**src/rtl/serial_link_pkg.sv**
```systemverilog
// Shared types for the serial link receive-clock delay trainer.
package serial_link_pkg;

  localparam int NumDelayCodes = 16;

  typedef logic [3:0] delay_code_t;
  typedef logic [4:0] win_len_t;

  typedef enum logic [2:0] {IDLE, SETTLE, CHECK, NEXT, EVAL, DONE} train_state_e;

  typedef struct packed {
    delay_code_t start;
    win_len_t    len;
  } window_t;

  // Lower-middle code of a non-empty window; start+len-1 <= 15, so no overflow.
  function automatic delay_code_t window_centre(input window_t w);
    win_len_t half;
    half = (w.len - 5'd1) >> 1;
    return w.start + half[3:0];
  endfunction

endpackage

```
**src/rtl/serial_link_window_find.sv**
```systemverilog
// Longest-run finder over a pass bitmap streamed in one bit per cycle, bit 0 first.
module serial_link_window_find
  import serial_link_pkg::*;
(
  input  logic    clk_i,
  input  logic    rst_i,
  input  logic    start_i,
  input  logic    last_i,
  input  logic    bit_i,
  output window_t best_o,
  output logic    valid_o
);

  logic        scan_q, active;
  delay_code_t idx_q, idx;
  window_t     cur_q, best_q, cur_base, best_base, cur_d, best_d;

  assign active = start_i || scan_q;

  always_comb begin
    idx       = start_i ? '0 : idx_q;
    cur_base  = start_i ? '0 : cur_q;
    best_base = start_i ? '0 : best_q;
    cur_d     = '0;
    if (bit_i) begin
      cur_d.start = (cur_base.len == '0) ? idx : cur_base.start;
      cur_d.len   = cur_base.len + 5'd1;
    end
    best_d = best_base;
    // Strictly longer only, so the lowest-start window keeps ties.
    if (cur_d.len > best_base.len) best_d = cur_d;
  end

  always_ff @(posedge clk_i) begin
    if (rst_i) begin
      scan_q  <= 1'b0;
      idx_q   <= '0;
      cur_q   <= '0;
      best_q  <= '0;
      valid_o <= 1'b0;
    end else if (active) begin
      scan_q  <= !last_i;
      idx_q   <= idx + 4'd1;
      cur_q   <= cur_d;
      best_q  <= best_d;
      valid_o <= last_i;
    end
  end

  assign best_o = best_q;

endmodule

```
**src/rtl/serial_link_delay_train.sv**
```systemverilog
// Receive-clock delay trainer: sweeps codes 0..15, checks the training pattern,
// and centres the delay line on the longest passing window.
module serial_link_delay_train
  import serial_link_pkg::*;
#(
  parameter int unsigned          DataWidth    = 8,
  parameter logic [DataWidth-1:0] Pattern      = 8'hA5,
  parameter int unsigned          SettleCycles = 8,
  parameter int unsigned          NumSamples   = 16,
  parameter delay_code_t          DefaultDelay = 4'd8
) (
  input  logic                     clk_i,
  input  logic                     rst_i,
  input  logic                     start_i,
  input  logic [DataWidth-1:0]     data_i,
  input  logic                     valid_i,
  output delay_code_t              delay_o,
  output logic                     busy_o,
  output logic                     done_o,
  output logic                     fail_o,
  output logic [NumDelayCodes-1:0] pass_map_o
);

  localparam int unsigned        SettleW    = $clog2(SettleCycles + 1);
  localparam int unsigned        BeatW      = $clog2(NumSamples + 1);
  localparam logic [SettleW-1:0] SettleLast = SettleW'(SettleCycles - 1);
  localparam logic [BeatW-1:0]   BeatLast   = BeatW'(NumSamples - 1);
  localparam delay_code_t        LastCode   = delay_code_t'(NumDelayCodes - 1);
  localparam logic [4:0]         ScanLast   = 5'(NumDelayCodes - 1);
  localparam logic [4:0]         EvalLast   = 5'(NumDelayCodes);

  train_state_e              state_q, state_d;
  delay_code_t               code_q, delay_q;
  logic [SettleW-1:0]        settle_cnt_q;
  logic [BeatW-1:0]          beat_cnt_q;
  logic                      parity_q, fail_q;
  logic [4:0]                eval_cnt_q;
  logic [NumDelayCodes-1:0]  pass_map_q;

  logic [DataWidth-1:0] exp_word;
  logic                 beat_bad, code_pass;
  logic                 wf_start, wf_last, wf_bit, best_vld;
  window_t              best;

  // Even beats carry Pattern, odd beats its complement.
  assign exp_word  = parity_q ? ~Pattern : Pattern;
  assign beat_bad  = valid_i && (data_i != exp_word);
  assign code_pass = valid_i && (data_i == exp_word) && (beat_cnt_q == BeatLast);

  always_ff @(posedge clk_i) begin
    if (rst_i) state_q <= IDLE;
    else       state_q <= state_d;
  end

  always_comb begin
    state_d = state_q;
    busy_o  = 1'b0;
    done_o  = 1'b0;
    case (state_q)
      IDLE:   if (start_i) state_d = SETTLE;
      SETTLE: if (settle_cnt_q == SettleLast) state_d = CHECK;
      CHECK:  if (beat_bad || code_pass) state_d = NEXT;
      NEXT:   state_d = (code_q == LastCode) ? EVAL : SETTLE;
      EVAL:   if (eval_cnt_q == EvalLast) state_d = DONE;
      DONE:   state_d = IDLE;
      default: state_d = IDLE;
    endcase
    busy_o = state_q inside {SETTLE, CHECK, NEXT, EVAL};
    done_o = (state_q == DONE);
  end

  always_ff @(posedge clk_i) begin
    if (rst_i) begin
      code_q       <= '0;
      delay_q      <= DefaultDelay;
      settle_cnt_q <= '0;
      beat_cnt_q   <= '0;
      parity_q     <= 1'b0;
      eval_cnt_q   <= '0;
      fail_q       <= 1'b0;
      pass_map_q   <= '0;
    end else begin
      settle_cnt_q <= (state_q == SETTLE) ? settle_cnt_q + SettleW'(1) : '0;
      eval_cnt_q   <= (state_q == EVAL) ? eval_cnt_q + 5'd1 : '0;
      if (state_q != CHECK) begin
        beat_cnt_q <= '0;
        parity_q   <= 1'b0;
      end else if (valid_i) begin
        beat_cnt_q <= beat_cnt_q + BeatW'(1);
        parity_q   <= ~parity_q;
      end
      case (state_q)
        IDLE: if (start_i) begin
          code_q     <= '0;
          delay_q    <= '0;
          pass_map_q <= '0;
          fail_q     <= 1'b0;
        end
        CHECK: if (code_pass) pass_map_q[code_q] <= 1'b1;
        NEXT: if (code_q != LastCode) begin
          code_q  <= code_q + 4'd1;
          delay_q <= code_q + 4'd1;
        end
        EVAL: if (eval_cnt_q == EvalLast) begin
          if (!best_vld || best.len == '0) begin
            fail_q  <= 1'b1;
            delay_q <= DefaultDelay;
          end else begin
            delay_q <= window_centre(best);
          end
        end
        default: ;
      endcase
    end
  end

  assign wf_start = (state_q == EVAL) && (eval_cnt_q == '0);
  assign wf_last  = (state_q == EVAL) && (eval_cnt_q == ScanLast);
  assign wf_bit   = pass_map_q[eval_cnt_q[3:0]];

  serial_link_window_find u_window_find (
    .clk_i   (clk_i),
    .rst_i   (rst_i),
    .start_i (wf_start),
    .last_i  (wf_last),
    .bit_i   (wf_bit),
    .best_o  (best),
    .valid_o (best_vld)
  );

  assign delay_o    = delay_q;
  assign fail_o     = fail_q;
  assign pass_map_o = pass_map_q;

endmodule

```
**config.mk**
```make
export PLATFORM = sky130hd
export DESIGN_NAME = serial_link_delay_train
export DESIGN_NICKNAME = d
export VERILOG_FILES = /design/src/rtl/serial_link_pkg.sv /design/src/rtl/serial_link_window_find.sv /design/src/rtl/serial_link_delay_train.sv
export SDC_FILE = /design/constraint.sdc
export NUM_CORES = 1
export LEC_CHECK = 0
export BUFFER_PORTS_ARGS = -buffer_cell sky130_fd_sc_hd__buf_4
export CAP_MARGIN = 10
export CORE_MARGIN = 2
export CORE_UTILIZATION = 40
export CTS_BUF_LIST = sky130_fd_sc_hd__clkbuf_4 sky130_fd_sc_hd__clkbuf_8
export DETAILED_ROUTE_END_ITERATION = 8
export PLACE_DENSITY_LB_ADDON = 0.2
export SYNTH_ARGS = -nofsm -noshare
export SYNTH_HDL_FRONTEND = slang
export SYNTH_SLANG_ARGS = --single-unit
```
**constraint.sdc**
```tcl
create_clock -name clk_i -period 4.06 [get_ports clk_i]
set_clock_uncertainty 0.05 [all_clocks]
set_input_delay 0.203 -clock clk_i [delete_from_list [all_inputs] [get_ports clk_i]]
set_output_delay 0.203 -clock clk_i [all_outputs]
set_load 0.02 [all_outputs]
```
==> impl_metrics.tcl <==
set metrics [dict create \
    worst_path_max_delay_cell "mux4_2" \
    gp_congestion 0.797 \
    htreeDepth 3 \
    clock_latency_ps 340 \
    diodes 0 \
    cp_max_fo 12 \
    synth_edf_count 0 \
    fin_util_pct 48.0 \
    swShare_pct 22.2 \
    vias_per_cell 5.47 \
    cts_setup_buffers 0 \
    maxCapViolCount 0 \
    cts_inserted_buffers 9 \
    routed_wl_um 7550 \
    final_common_cell "dfxtp_1" \
    fp.dieW_um 97.0 \
    crit_family "multiplexers" \
    hold_path.class "primary input to flip-flop" \
    cp-start-kind "flip-flop" \
    regArea_um2 1340 \
    vdd.ir_drop.worst_v 0.000172 \
    synthArstFlopShare_pct 0 \
    setup_viol 0 \
    rsz0062_at_grt "no" \
    worstPathCellList "mux4_2, mux2i_1, mux2_2, or2b_1, nor2_1, ha_1, and3_1, a31oi_1, o31ai_1, or4_4, o2bb2ai_1" \
    hold_depth 2 \
    cts_buffer_depth 2 \
    yosys_warnings 0 \
    grtUsageMet3_pct 4.05 \
    yosysUniqueCellTypes 57 \
    outcome "completed" \
    num_vias 2777 \
    p_per_area_nw_per_um2 343 \
    dpl.hpwl_um 5540 \
    p_clk_share_pct 47.4 \
    grt_usage_pct 16.6 \
    post_drt_wl_per_cell_um 14.9 \
    arrival_ps 3560 \
    seq_power_share_pct 48.6 \
    root_buffer "clkbuf_8" \
    p_int_w 0.00106 \
    fin_crit_ps 3340 \
    std_cell_rows 33 \
    ys_ff_latch 67 \
    slew_violations 0 \
    drc_errors 0 \
    numPortBuffers 34 \
    syn2layout_area_growth_pct 15.2 \
    tritoncts "built" \
    leakage_nw 1.55 \
    netlist_area_um2 3460 \
    synth_ff_type "dfxtp_1" \
    worst-endpoint-required_ps 4290 \
    grt_start_max_net_pins 31 \
    dieHeight_um 97.0 \
    drive_above_1_share_pct 16.1 \
    multi_input_area_um2 1970 \
    final_hold_viol_count 0 \
    most-common-layout-cells "67 x dfxtp_1, 46 x nor2_1, 34 x buf_4" \
    seq_area_frac_synth_pct 38.8 \
    overflow 0 \
    crit_type "flip-flop to flip-flop" \
    max_slew_margin_pct 26.6 \
    firstDrtPassIters 4 \
    max_freq_mhz 300 \
    gr-max-usage-layer "met2" \
    worstRegToRegCells 11 \
    filler_cell_count 792 \
    grt_pass1_wl_um 12900 \
    worst-path-stages 11 \
    met1_usage_pct 22.9 \
    die_area_um2 9400 \
    met2_usage_pct 24.9 \
    post_cts_resized 0 \
    io_pins 35 \
    clkSlewWorstSetupHoldPaths_ps 80 \
    post-route-period-util_pct 82.2 \
    drt_iter0_markers 77 \
    tightest_slew_ps 1100 \
    avgSynthCellArea_um2 9.29 \
    synth_nets 405 \
    p_switching_w 0.000303 \
    worst-path-buf-inv 0 \
    start_util_pct 41.7 \
    nets 431 \
    pwr-share-comb_pct 4.0 \
    grt_pass1_vias 2653 \
    crit_path_max_incr_delay_ps 560 \
    cts_sinks 67 \
    end_kind "flip-flop" \
    setup_tns_ps 0 \
    cts_hold_buf 0 \
    coreArea_um2 8300 \
    antenna_left 0 \
    antenna_found_initial 0 \
    synthCells 372 \
]
==> cell type report <==
cell class                      count  area share (%)
Multi-Input combinational cell    274            49.6
Inverter                           12            1.13
Timing Repair Buffer               34            6.41
Clock inverter                      5            2.11
Sequential cell                    67            33.7
Clock buffer                       11            3.80
Tap cell                          105            3.30
==> power by group through the flow <==
stage	clock network [W]	registers (W)	logic [W]
finish	0.000648	0.000665	0.0000546
global route	0.000696	0.000665	0.0000604
CTS	0.000664	0.000665	0.0000551
detailed placement	0	0.000680	0.0000547
global placement	0	0.000680	0.0000543
floorplan	0	0.000682	0.0000315
==> flip-flops by register name, indices dropped and copies added (netlist names), 3 cells and up <==
signal and cells:
state_q 3, pass_map_o 16, delay_o 4, u_window_find.best_o 9, code_q 4, eval_cnt_q 5, u_window_find.idx_q 4, settle_cnt_q 4
u_window_find.cur_q 9, beat_cnt_q 5
==> kinds of logic (layout without fill, tap and decap cells) <==
| family | after synthesis | in the layout | synth area share [%] |
|---|---|---|---|
| and+or+nand+nor | 146 | 146 | 22.9 |
| AOI/OAI and AO/OA | 68 | 68 | 14.3 |
| DFF | 67 | 67 | 38.8 |
| buffers and inverters | 31 | 62 | 4.13 |
| xor gates and xnor gates | 22 | 22 | 5.57 |
| adders and majority gates | 21 | 21 | 7.82 |
| muxes | 17 | 17 | 6.41 |
==> worst paths after layout <==
check                              from                              endpoint  slack, ps
max            eval_cnt_q[0]$_SDFF_PP0_  u_window_find.best_o[2]$_SDFFE_PP0P_        720
min                             valid_i            beat_cnt_q[4]$_SDFFE_PP0P_        130
max reg2reg    eval_cnt_q[0]$_SDFF_PP0_  u_window_find.best_o[2]$_SDFFE_PP0P_        720
min reg2reg  settle_cnt_q[0]$_SDFF_PP0_            settle_cnt_q[0]$_SDFF_PP0_        400
==> cells in the mapped netlist (all sizes together) (2+ instances only) <==
master / n / area [µm²]
nor3: 10 / 55.1
nand4b: 3 / 26.3
or3: 2 / 17.5
mux4: 4 / 90.1
nand4: 7 / 43.8
xor2: 14 / 123
and3b: 2 / 17.5
nor2: 46 / 173
nand3b: 6 / 45.0
a21oi: 16 / 83.8
a31oi: 6 / 37.5
nand2: 23 / 86.3
inv: 12 / 45.0
and3: 8 / 50.1
and4: 2 / 17.5
nand2b: 6 / 37.5
a211oi: 4 / 30.0
o2bb2ai: 10 / 87.6
nor4bb: 2 / 20.0
nor2b: 3 / 18.8
or4: 2 / 18.8
nand3: 8 / 40.0
and2: 5 / 33.8
o32ai: 4 / 35.0
a21o: 3 / 22.5
or2: 2 / 12.5
nor3b: 3 / 22.5
or3b: 3 / 31.3
ha: 20 / 250
buf: 9 / 60.1
o21ai: 5 / 25.0
a221oi: 2 / 17.5
a22o: 12 / 105
dfxtp: 67 / 1340
mux2i: 12 / 120
xnor2: 8 / 70.1
clkbuf: 10 / 37.5
==> metal layers <==
metal / vias to the layer above / share of wire (%)
met4: 0 / 0.97
met2: 47 / 45
met1: 1333 / 50
met5: - / 0
met3: 7 / 4.1
li1: 1390 / -
==> metrics by stage <==
step / power [W] / hold WS, ps / instance area [µm²] / instances / setup WS (ps)
finish: 0.00137 / 128 / 3980 / 508 / 724
global route: 0.00142 / 123 / 3980 / 508 / 471
CTS: 0.00138 / 107 / 3980 / 508 / 717
detailed placement: 0.000735 / 392 / 3750 / 492 / 723
global placement: 0.000734 / 385 / 3750 / 492 / 794
floorplan: 0.000713 / 367 / 3460 / 372 / 897
No activity file was read; power rests on OpenSTA's default activity.
